===== src/rtl/button_conditioner_pkg.sv =====
// -----------------------------------------------------------------------------
// button_conditioner_pkg
//   Shared definitions for the push-button conditioner:
//     - rep_state_e   : per-channel auto-repeat FSM state encoding
//     - DEFAULT_*     : default timing for a 25 MHz clock
//     - max_int()     : elaboration-time helper used to size the repeat timer
//   Optional feature macro used by the top level: BUTTON_COND_LOCKOUT_EN.
// -----------------------------------------------------------------------------
package button_conditioner_pkg;

    // Auto-repeat FSM states. The encodings are fixed so that state dumps
    // from the older per-switch debounce flow still read the same way.
    typedef enum logic [1:0] {
        ST_IDLE   = 2'd0,
        ST_DELAY  = 2'd1,
        ST_REPEAT = 2'd2,
        ST_HELD   = 2'd3
    } rep_state_e;

    // Default timing at 25 MHz.
    localparam int DEFAULT_NUM_CH         = 4;
    localparam int DEFAULT_DEBOUNCE_LIMIT = 25000;     // 1 ms
    localparam int DEFAULT_REPEAT_DELAY   = 12500000;  // 0.5 s
    localparam int DEFAULT_REPEAT_PERIOD  = 2500000;   // 0.1 s

    // Larger of two integers, evaluated at elaboration time.
    function automatic int max_int(input int a, input int b);
        if (a > b) begin
            return a;
        end else begin
            return b;
        end
    endfunction

endpackage : button_conditioner_pkg


===== src/rtl/button_conditioner_channel.sv =====
// -----------------------------------------------------------------------------
// button_conditioner_channel
//   One push-button channel: 2-FF synchroniser, debounce filter and the
//   hold-to-repeat FSM that produces press / release pulses.
//
//   Ports
//     clk        in   main clock
//     rst_n      in   asynchronous active-low reset
//     sw         in   raw switch, active high, asynchronous to clk
//     repeat_en  in   auto-repeat enable, sampled every cycle
//     sw_level   out  debounced level (registered)
//     sw_press   out  1-cycle pulse on accepted press and on each repeat
//     sw_release out  1-cycle pulse on accepted release
//
//   Timing: the debounced level changes DEBOUNCE_LIMIT+2 cycles after sw;
//   press/release pulses appear in the same cycle as the new level.
// -----------------------------------------------------------------------------
module button_conditioner_channel
    import button_conditioner_pkg::*;
#(
    parameter int DEBOUNCE_LIMIT = DEFAULT_DEBOUNCE_LIMIT,
    parameter int REPEAT_DELAY   = DEFAULT_REPEAT_DELAY,
    parameter int REPEAT_PERIOD  = DEFAULT_REPEAT_PERIOD
) (
    input  logic clk,
    input  logic rst_n,
    input  logic sw,
    input  logic repeat_en,
    output logic sw_level,
    output logic sw_press,
    output logic sw_release
);

    localparam int DB_CNT_W = $clog2(DEBOUNCE_LIMIT);
    localparam int TIMER_W  = $clog2(max_int(REPEAT_DELAY, REPEAT_PERIOD));

    localparam logic [DB_CNT_W-1:0] DB_LAST     = DB_CNT_W'(DEBOUNCE_LIMIT - 1);
    localparam logic [TIMER_W-1:0]  DELAY_LAST  = TIMER_W'(REPEAT_DELAY - 1);
    localparam logic [TIMER_W-1:0]  PERIOD_LAST = TIMER_W'(REPEAT_PERIOD - 1);

    logic [1:0]          sync_r;
    logic [DB_CNT_W-1:0] db_cnt_r;
    logic                level_r;
    logic [TIMER_W-1:0]  timer_r;
    rep_state_e          state_r;
    logic                press_pulse_r;
    logic                rel_pulse_r;

    logic                mismatch_s;
    logic                accept_s;
    logic                rise_s;
    logic                fall_s;

    // Two-flop synchroniser; sync_r[1] is the metastability-safe sample.
    always_ff @(posedge clk or negedge rst_n) begin
        if (!rst_n) begin
            sync_r <= 2'b00;
        end else begin
            sync_r <= {sync_r[0], sw};
        end
    end

    // Debounce decision: a new level is accepted on the DEBOUNCE_LIMIT-th
    // consecutive mismatching cycle. rise/fall are derived from the current
    // level so the FSM can react in the same edge that updates the level.
    always_comb begin
        mismatch_s = 1'b0;
        accept_s   = 1'b0;
        rise_s     = 1'b0;
        fall_s     = 1'b0;
        mismatch_s = sync_r[1] ^ level_r;
        accept_s   = mismatch_s && (db_cnt_r == DB_LAST);
        if (accept_s) begin
            rise_s = ~level_r;
            fall_s = level_r;
        end else begin
            rise_s = 1'b0;
            fall_s = 1'b0;
        end
    end

    // Debounce counter and accepted level.
    always_ff @(posedge clk or negedge rst_n) begin
        if (!rst_n) begin
            db_cnt_r <= '0;
            level_r  <= 1'b0;
        end else if (!mismatch_s) begin
            db_cnt_r <= '0;
        end else if (accept_s) begin
            db_cnt_r <= '0;
            level_r  <= ~level_r;
        end else begin
            db_cnt_r <= db_cnt_r + DB_CNT_W'(1);
        end
    end

    // Auto-repeat FSM with registered pulse outputs. An accepted fall is
    // checked first in every held state so that a release landing on a
    // timer expiry yields only the release pulse. Dropping repeat_en parks
    // the channel in HELD until release, even if repeat_en comes back.
    always_ff @(posedge clk or negedge rst_n) begin
        if (!rst_n) begin
            state_r       <= ST_IDLE;
            timer_r       <= '0;
            press_pulse_r <= 1'b0;
            rel_pulse_r   <= 1'b0;
        end else begin
            press_pulse_r <= 1'b0;
            rel_pulse_r   <= 1'b0;
            case (state_r)
                ST_IDLE: begin
                    if (rise_s) begin
                        press_pulse_r <= 1'b1;
                        timer_r       <= '0;
                        state_r       <= ST_DELAY;
                    end else begin
                        timer_r <= '0;
                    end
                end
                ST_DELAY: begin
                    if (fall_s) begin
                        rel_pulse_r <= 1'b1;
                        timer_r     <= '0;
                        state_r     <= ST_IDLE;
                    end else if (!repeat_en) begin
                        state_r <= ST_HELD;
                    end else if (timer_r == DELAY_LAST) begin
                        press_pulse_r <= 1'b1;
                        timer_r       <= '0;
                        state_r       <= ST_REPEAT;
                    end else begin
                        timer_r <= timer_r + TIMER_W'(1);
                    end
                end
                ST_REPEAT: begin
                    if (fall_s) begin
                        rel_pulse_r <= 1'b1;
                        timer_r     <= '0;
                        state_r     <= ST_IDLE;
                    end else if (!repeat_en) begin
                        state_r <= ST_HELD;
                    end else if (timer_r == PERIOD_LAST) begin
                        press_pulse_r <= 1'b1;
                        timer_r       <= '0;
                    end else begin
                        timer_r <= timer_r + TIMER_W'(1);
                    end
                end
                ST_HELD: begin
                    if (fall_s) begin
                        rel_pulse_r <= 1'b1;
                        timer_r     <= '0;
                        state_r     <= ST_IDLE;
                    end else begin
                        timer_r <= '0;
                    end
                end
                default: begin
                    state_r <= ST_IDLE;
                    timer_r <= '0;
                end
            endcase
        end
    end

    assign sw_level   = level_r;
    assign sw_press   = press_pulse_r;
    assign sw_release = rel_pulse_r;

endmodule : button_conditioner_channel


===== src/rtl/button_conditioner.sv =====
// -----------------------------------------------------------------------------
// button_conditioner
//   N-channel push-button front end feeding movement_player. Each channel is
//   an independent button_conditioner_channel (sync, debounce, auto-repeat).
//
//   Ports
//     CLK        in   main clock
//     RST_N      in   asynchronous active-low reset
//     SW         in   [NUM_CH] raw switches, active high, asynchronous
//     REPEAT_EN  in   [NUM_CH] per-channel auto-repeat enable
//     SW_LEVEL   out  [NUM_CH] debounced levels
//     SW_PRESS   out  [NUM_CH] press / repeat pulses
//     SW_RELEASE out  [NUM_CH] release pulses
//
//   Build option BUTTON_COND_LOCKOUT_EN: a channel's SW_PRESS is suppressed
//   in any cycle where another channel's SW_LEVEL is high, so the player
//   only ever moves in one direction. Levels, releases and FSMs are untouched.
// -----------------------------------------------------------------------------
module button_conditioner
    import button_conditioner_pkg::*;
#(
    parameter int NUM_CH         = DEFAULT_NUM_CH,
    parameter int DEBOUNCE_LIMIT = DEFAULT_DEBOUNCE_LIMIT,
    parameter int REPEAT_DELAY   = DEFAULT_REPEAT_DELAY,
    parameter int REPEAT_PERIOD  = DEFAULT_REPEAT_PERIOD
) (
    input  logic              CLK,
    input  logic              RST_N,
    input  logic [NUM_CH-1:0] SW,
    input  logic [NUM_CH-1:0] REPEAT_EN,
    output logic [NUM_CH-1:0] SW_LEVEL,
    output logic [NUM_CH-1:0] SW_PRESS,
    output logic [NUM_CH-1:0] SW_RELEASE
);

    logic [NUM_CH-1:0] level_s;
    logic [NUM_CH-1:0] press_s;
    logic [NUM_CH-1:0] release_s;
    logic [NUM_CH-1:0] press_masked_s;

    genvar g;
    generate
        for (g = 0; g < NUM_CH; g++) begin : g_ch
            button_conditioner_channel #(
                .DEBOUNCE_LIMIT (DEBOUNCE_LIMIT),
                .REPEAT_DELAY   (REPEAT_DELAY),
                .REPEAT_PERIOD  (REPEAT_PERIOD)
            ) u_channel (
                .clk        (CLK),
                .rst_n      (RST_N),
                .sw         (SW[g]),
                .repeat_en  (REPEAT_EN[g]),
                .sw_level   (level_s[g]),
                .sw_press   (press_s[g]),
                .sw_release (release_s[g])
            );
        end
    endgenerate

`ifdef BUTTON_COND_LOCKOUT_EN
    // Lockout: drop a press whenever any other channel is currently held.
    // Both operands are flop outputs, so the gating is glitch-free.
    always_comb begin
        logic [NUM_CH-1:0] others_v;
        press_masked_s = '0;
        others_v       = '0;
        for (int i = 0; i < NUM_CH; i++) begin
            others_v          = level_s & ~(NUM_CH'(1) << i);
            press_masked_s[i] = press_s[i] & ~(|others_v);
        end
    end
`else
    // Channels are independent: presses pass straight through.
    always_comb begin
        press_masked_s = '0;
        press_masked_s = press_s;
    end
`endif

    assign SW_LEVEL   = level_s;
    assign SW_PRESS   = press_masked_s;
    assign SW_RELEASE = release_s;

endmodule : button_conditioner


===== config.mk =====
export PLATFORM = sky130hd
export DESIGN_NAME = button_conditioner
export DESIGN_NICKNAME = d
export VERILOG_FILES = /design/src/rtl/button_conditioner_pkg.sv /design/src/rtl/button_conditioner_channel.sv /design/src/rtl/button_conditioner.sv
export SDC_FILE = /design/constraint.sdc
export NUM_CORES = 1
export LEC_CHECK = 0
export CORE_MARGIN = 2
export CORE_UTILIZATION = 63
export DETAILED_ROUTE_END_ITERATION = 10
export PLACE_DENSITY = 0.81
export SETUP_SLACK_MARGIN = 0.2
export SLEW_MARGIN = 40
export SYNTH_ARGS = -nofsm -noshare
export SYNTH_HDL_FRONTEND = slang
export SYNTH_SLANG_ARGS = --single-unit

===== constraint.sdc =====
create_clock -name CLK -period 2.6 [get_ports CLK]
set_input_delay 0.78 -clock CLK [delete_from_list [all_inputs] [get_ports CLK]]
set_output_delay 0.78 -clock CLK [all_outputs]
set_load 0.01 [all_outputs]

---- Word level (Yosys, flattened, before mapping) ----
Cells that the tools add are included.
Widths: inputs -> output; s select.
storage, ports and cells
  output and inout port bits .............. 12
  input bits .............................. 10
  logic and storage cells ................. 236
  register bits ........................... 184
operators by class
  $add $sub $neg .......................... 8
  multiplexer cells ....................... 116
  equal/unequal tests ..................... 48
  reduce and logical (&&, ||, !) cells .... 28
  bitwise gates (word level) .............. 8
operators with widths
  operator               number
  $mux 24                24
  $pmux 24 s3            4
  $mux 15                8
  $add 24x1->24 const B  4
  $eq 24x22->1 const B   4
  $eq 24x24->1 const B   4
  $add 15x1->15 const B  4
  $eq 15x15->1 const B   4
  $mux 2                 28
  $mux 1                 44
  $ne 3x2->1 const B     12
  $pmux 2 s4             4
  $eq 2x2->1 const B     8
  $ne 2x1->1 const B     8
  $ne 4x2->1 const B     4
  $reduce_and 2->1       8
  $reduce_and 4->1       4
  $pmux 1 s3             4
  $reduce_or 3->1        4
  $eq 2x1->1 const B     4
  $logic_not 2->1        4
  $reduce_or 2->1        4
  $logic_and 1x1->1      4
  $not 1->1              4
  $xor 1x1->1            4

---- Longest topological paths before layout ----
  depth after elaboration ................. 5
  depth in mapped cells ................... 9

---- Cells and area by module ----
From an unflattened synthesis, not the netlist that was laid out.
second synthesis, totals
  cell total of the unflattened synthesis .. 1,100
  area, all modules ....................... 10,233.6 µm²
modules (own cells, without submodules)
  module                                              cells each  instances  sequential area each (µm²)  area each (µm²)
  button_conditioner_channel (g_ch[0].u_channel ...)  265         3          1,151.1                     2,472.4
  button_conditioner_channel (g_ch[3].u_channel)      305         1          1,151.1                     2,816.5

---- Worst setup path after synthesis ----
OpenSTA, ideal clock, no wires.
  path kind ............................... reg2reg
  start ................................... register g_ch[0].u_channel.db_cnt_r[6]
  end ..................................... register g_ch[0].u_channel.timer_r[19]
  buffers on the path ..................... 1
  slack ................................... 0.350 ns
  cell stages (with the launch flop) ...... 8
  data arrival time ....................... 2.129 ns
  data required time ...................... 2.479 ns
  cell sequence ........................... dfrtp_1 > or4_4 > nor4_4 > a211oi_2 > or2_1 > buf_6 > a21o_1 > a22o_1
between the ends
  longest elaborated chain between the ends .. 5
  elaborated cells on any way between the ends .. 9
  classes of those cells .................. eq/ne (3); mux (4); reduce/logical (2)
RTL lines
  item                                             line                               source
  start: declaration                               button_conditioner_channel.sv:42   logic [DB_CNT_W-1:0] db_cnt_r;
  start signal: assignment                         button_conditioner_channel.sv:93   db_cnt_r <= db_cnt_r + DB_CNT_W'(1);
  $eq 15x15->1 (*)                                 button_conditioner_channel.sv:72   accept_s = mismatch_s && (db_cnt_r == DB_LAST);
  $logic_and 1x1->1 (*)                            button_conditioner_channel.sv:72
  $mux 1 (*)                                       button_conditioner_channel.sv:73   if (accept_s) begin
  $mux 24 (tied with other cells)                  button_conditioner_channel.sv:136  if (fall_s) begin
  $pmux 24 s3 or $reduce_and 2->1 (tied branches)  n/a
  end signal: assignment                           button_conditioner_channel.sv:132  timer_r <= timer_r + TIMER_W'(1);
  end signal: assignment                           button_conditioner_channel.sv:146  timer_r <= timer_r + TIMER_W'(1);
  end: declaration                                 button_conditioner_channel.sv:44   logic [TIMER_W-1:0] timer_r;
Mark *: on every way between the ends. The rest lies on a longest branch, timed or not.
A chain may end at the register's enable or synchronous reset.

---- Worst setup path in the final report ----
  start ................................... register g_ch[0].u_channel.db_cnt_r[4]
  end ..................................... register g_ch[0].u_channel.timer_r[0]
The elaborated chain is that of the path after synthesis.

==> summary.txt <==
Place
  – Number of placed instances, taps included: 1292
  – Half-perimeter wire length after placement: 14.17 mm
  – Number of buffers added on ports: 21
  – Final RePlAce weighted congestion: around 0.92
  – Area after DPL: roughly 0.010 sq mm

Logic synthesis
  – Gate Count Post-Synth: 1065
  – Cell with the most instances after synthesis: sky130_fd_sc_hd__dfrtp_1
  – Number of enable-type register cells in the synthesized netlist: 0
  – Sequential fraction of the synthesis area: 46.49%
  – Dominant cells by area after synthesis: sky130_fd_sc_hd__dfrtp_1 46%, sky130_fd_sc_hd__nor2_1 6.1%, sky130_fd_sc_hd__xor2_1 4.6%, sky130_fd_sc_hd__xnor2_1 4.1%, sky130_fd_sc_hd__nand2_1 3.6%
  – Number of flip-flops and latches in the synthesized netlist: 184
  – Most area-hungry cell type in the Yosys netlist: sky130_fd_sc_hd__dfrtp_1
  – Async set-or-reset flop fraction in the synthesized netlist: 100.0%
  – Total number of yosys warnings: 0
  – Post-synth cell types: 69
  – Syn_area_per_cell: 9.299 sq um
  – Synth cell count leaders: 184 x sky130_fd_sc_hd__dfrtp_1, 161 x sky130_fd_sc_hd__nor2_1, 94 x sky130_fd_sc_hd__nand2_1
  – Synth Cell Area: 0.009903 sq mm
  – Prevailing post-synth register cell: sky130_fd_sc_hd__dfrtp_1
  – Syn Nets: 1083
  – Area fraction of the dominant cell type after synthesis: about 46%

Clock network
  – Post-CTS clock slew at the launch and capture registers of the worst setup and hold paths: 0.07 ns
  – H-Tree Level Count: 4
  – Clock Latency Late Sink: 0.43 ns
  – Number of clock sinks: 184
  – TritonCTS clock tree: yes
  – Total clock buffers created by CTS: 17
  – Worst-case clock buffer depth: 2
  – Hold-fix buffers, CTS: 0
  – Clock root buffer: sky130_fd_sc_hd__clkbuf_16

Setup path
  – Worst Path Max Fanout: 5
  – Worst Path Required: 2.92 ns
  – Critical path endpoint category: flip-flop
  – Startpoint-to-endpoint class of the critical path: flip-flop to flip-flop
  – Kind of start point of the critical path: flip-flop
  – CP arrival: between 2 and 3 ns
  – Count of cells along the worst register-to-register path: 8

Global routing
  – Global-route usage over all layers: 26.81%
  – Sum of overflow across all layers after global routing: 0
  – Initial antenna violation count: 0
  – Global-route wire length before repair: 36.63 mm
  – Number of global-route vias before repair: about 7800
  – Pin count of the biggest net entering global routing: 56

Routing
  – Iteration-0 DRC count of the detailed router: 655
  – Met1 Routed Length: 9.502 mm
  – Number of DRC violations after detailed routing: 0
  – Remaining antenna violation count after routing: 0
  – Routed wire per std cell: approximately 17 um
  – First-pass iteration count of the detailed router: 5
  – Routed vias/inst: 6.150
  – Met3 wire length: between 800 and 900 um
  – Detail Route met2 WL: 11.30 mm
  – Highest routed metal layer: met4
  – Total length of routed wires: ~22 mm
  – Vias after detailed routing: around 8000

Floorplan
  – Initial core utilization: ~65%
  – Std-Cell Rows: 45
  – Die boundary width: between 100 and 150 um
  – Die footprint: around 0.017 sq mm
  – Count of boundary I/O pins: 22
  – Height of the die: 129.4 um
  – Core region area: 0.01526 sq mm

Cells and area
  – Area growth, synth to finish: 14.09%
  – Finished Layout Cells: 1334
  – Diodes inserted: 0
  – Finished Cell Area: 0.01130 sq mm
  – Fraction of final layout cells with drive strength greater than 1: 10.60%
  – Filler Cells Inserted: 1088
  – Net count reported at finish: around 1100

Timing
  – Number of pins with negative max-slew slack in the final report: 0
  – Number of setup violations in the final report: 0
  – Final critical delay including setup and external delays: ~2.4 ns
  – Transition time at the pin with the least slew margin: between 0.6 and 0.7 ns
  – Post-Route Skew: about 0.01 ns
  – RSZ-0062 raised after global routing: yes
  – Final worst-path cycle share: approximately 93%
  – Setup tns final: 0 ns
  – Relative slew slack: 53.59%
  – Final number of hold-violating endpoints: 0
  – Achievable Freq: about 410 MHz

Power and ir drop
  – VDD IR max: 0.4685 mV
  – Static Leakage: between 0.004 and 0.005 uW
  – Share of total power in combinational logic: between 2 and 3%
  – Power per cell area: 492.3 mW/mm^2
  – Relative contribution of the clock network to total power: around 45%
  – Internal power: 4379 uW
  – Switching Power: 1184 uW
  – Switching part of the total power: 21.28%
  – Sequential power share: 52.2%

Min path
  – Classification of the worst-slack hold path: input port to asynchronous set/reset pin

Flow run
  – Total of max-cap violations: 0

Status
  – Run status: finished, final reports clean
==> cells by family after synthesis <==
kind of cell / Yosys count / synth area share [%]
AND/OR/NAND/NOR: 547 / 28.89
multiplexers: 6 / 0.6443
flip-flops: 184 / 46.49
XOR/XNOR: 98 / 8.667
buffers and inverters: 64 / 3.222
adder cells (fa/ha/maj): 8 / 1.011
AO/OA/AOI/OAI: 158 / 11.07
==> state kept, by name (all words and copies together), names as in the netlist <==
signal,cells
g_ch.u_channel.sw_press,4
g_ch.u_channel.timer_r,96
g_ch.u_channel.sw_release,4
g_ch.u_channel.db_cnt_r,60
g_ch.u_channel.state_r,8
g_ch.u_channel.sw_level,4
g_ch.u_channel.sync_r,8
==> cell usage in the layout (no fill, tap or decap), types with 4 or more instances in the layout <==
master	netlist	layout
sky130_fd_sc_hd__nor2b_1	8	8
sky130_fd_sc_hd__nor4b_1	6	6
sky130_fd_sc_hd__nand4b_1	4	4
sky130_fd_sc_hd__or4_1	7	7
sky130_fd_sc_hd__xnor2_1	46	46
sky130_fd_sc_hd__or3_1	7	7
sky130_fd_sc_hd__and3_1	26	25
sky130_fd_sc_hd__buf_4	14	46
sky130_fd_sc_hd__inv_1	19	19
sky130_fd_sc_hd__nor3_1	37	34
sky130_fd_sc_hd__ha_1	8	8
sky130_fd_sc_hd__a41oi_1	4	4
sky130_fd_sc_hd__and2_1	10	10
sky130_fd_sc_hd__o21ai_1	7	7
sky130_fd_sc_hd__o21ai_0	31	31
sky130_fd_sc_hd__nor4_1	20	15
sky130_fd_sc_hd__and4_1	10	10
sky130_fd_sc_hd__nor4_4	3	5
sky130_fd_sc_hd__xor2_1	52	52
sky130_fd_sc_hd__nand3_1	70	70
sky130_fd_sc_hd__nand2b_1	16	16
sky130_fd_sc_hd__a21oi_1	26	26
sky130_fd_sc_hd__nor2_1	161	161
sky130_fd_sc_hd__nand2_1	94	93
sky130_fd_sc_hd__dfrtp_1	184	183
sky130_fd_sc_hd__clkdlybuf4s50_1	0	20
sky130_fd_sc_hd__nand4_1	34	34
sky130_fd_sc_hd__a22o_1	28	28
sky130_fd_sc_hd__nand4bb_1	4	4
sky130_fd_sc_hd__or4bb_1	5	5
sky130_fd_sc_hd__and4b_1	4	4
sky130_fd_sc_hd__a211o_1	5	4
sky130_fd_sc_hd__a31oi_1	16	16
sky130_fd_sc_hd__clkbuf_16	0	19
sky130_fd_sc_hd__a21o_1	15	14
==> critical path: stages, from the launching register on <==
cell                       delay, ns
sky130_fd_sc_hd__dfrtp_1        0.41
sky130_fd_sc_hd__or4_4          0.58
sky130_fd_sc_hd__nor4_4         0.40
sky130_fd_sc_hd__a311oi_2       0.10
sky130_fd_sc_hd__nor2_2         0.19
sky130_fd_sc_hd__buf_4          0.14
sky130_fd_sc_hd__nor2_4         0.05
sky130_fd_sc_hd__buf_12         0.16
sky130_fd_sc_hd__mux2_4         0.26
==> per-stage QoR <==
step / power (uW) / util, % / setup slack, ns / hold WS, ns
2_1_floorplan: 3001 / - / 0.3500 / 0.3312
3_3_place_gp: 3101 / 68.54 / 0.1979 / 0.3314
3_5_place_dp: 3107 / 68.54 / 0.1188 / 0.3347
4_1_cts: 5605 / 72.43 / 0.2120 / 0.2779
5_1_grt: 5757 / 74.05 / 0.09913 / 0.2947
6_report: 5562 / 74.05 / 0.1860 / 0.2795
==> repair_timing <==
item                       CTS  global route
buffers inserted             2             9
cloned                       0             3
setup endpoints to repair   12            78
gates resized for setup      3            21
pin swaps                    1            10
==> final timing paths <==
kind / startpoint / to / slack, ns
max: g_ch[0].u_channel.db_cnt_r[4]$_DFF_PN0_ / g_ch[0].u_channel.timer_r[0]$_DFFE_PN0P_ / 0.19
min: RST_N / g_ch[3].u_channel.db_cnt_r[5]$_DFF_PN0_ / 0.28
max reg2reg: g_ch[0].u_channel.db_cnt_r[4]$_DFF_PN0_ / g_ch[0].u_channel.timer_r[0]$_DFFE_PN0P_ / 0.19
min reg2reg: g_ch[3].u_channel.sync_r[0]$_DFF_PN0_ / g_ch[3].u_channel.sync_r[1]$_DFF_PN0_ / 0.35
max in group asynchronous: RST_N / g_ch[0].u_channel.sw_release$_DFF_PN0_ / 1.66
min in group CLK: g_ch[3].u_channel.sync_r[0]$_DFF_PN0_ / g_ch[3].u_channel.sync_r[1]$_DFF_PN0_ / 0.35
==> routing by layer <==
metal  GRT usage (%)  vias up
met4           8.440        0
li1                -     3898
met5               0        -
met1           36.08     4043
met3           4.666       46
met2           44.71      217
==> power groups by stage <==
stage | clock network (uW) | logic (uW) | registers (uW)
after global placement | 0 | 144 | 2960
after CTS | 2550 | 149 | 2900
after global routing | 2680 | 169 | 2910
after floorplan | 0 | 48.6 | 2950
after detailed placement | 0 | 149 | 2960
final | 2510 | 146 | 2900
==> final cells by class <==
type	count	area, sq um	share of cell area, %
clock buffer	21	460.4	4.075
clock inverter	7	97.59	0.8638
inverter	19	71.32	0.6312
multi-input combinational	817	5102	45.16
sequential	184	4606	40.76
tap	211	264.0	2.337
timing repair buffer	75	696.9	6.168
No activity file was read; power rests on OpenSTA's default activity.
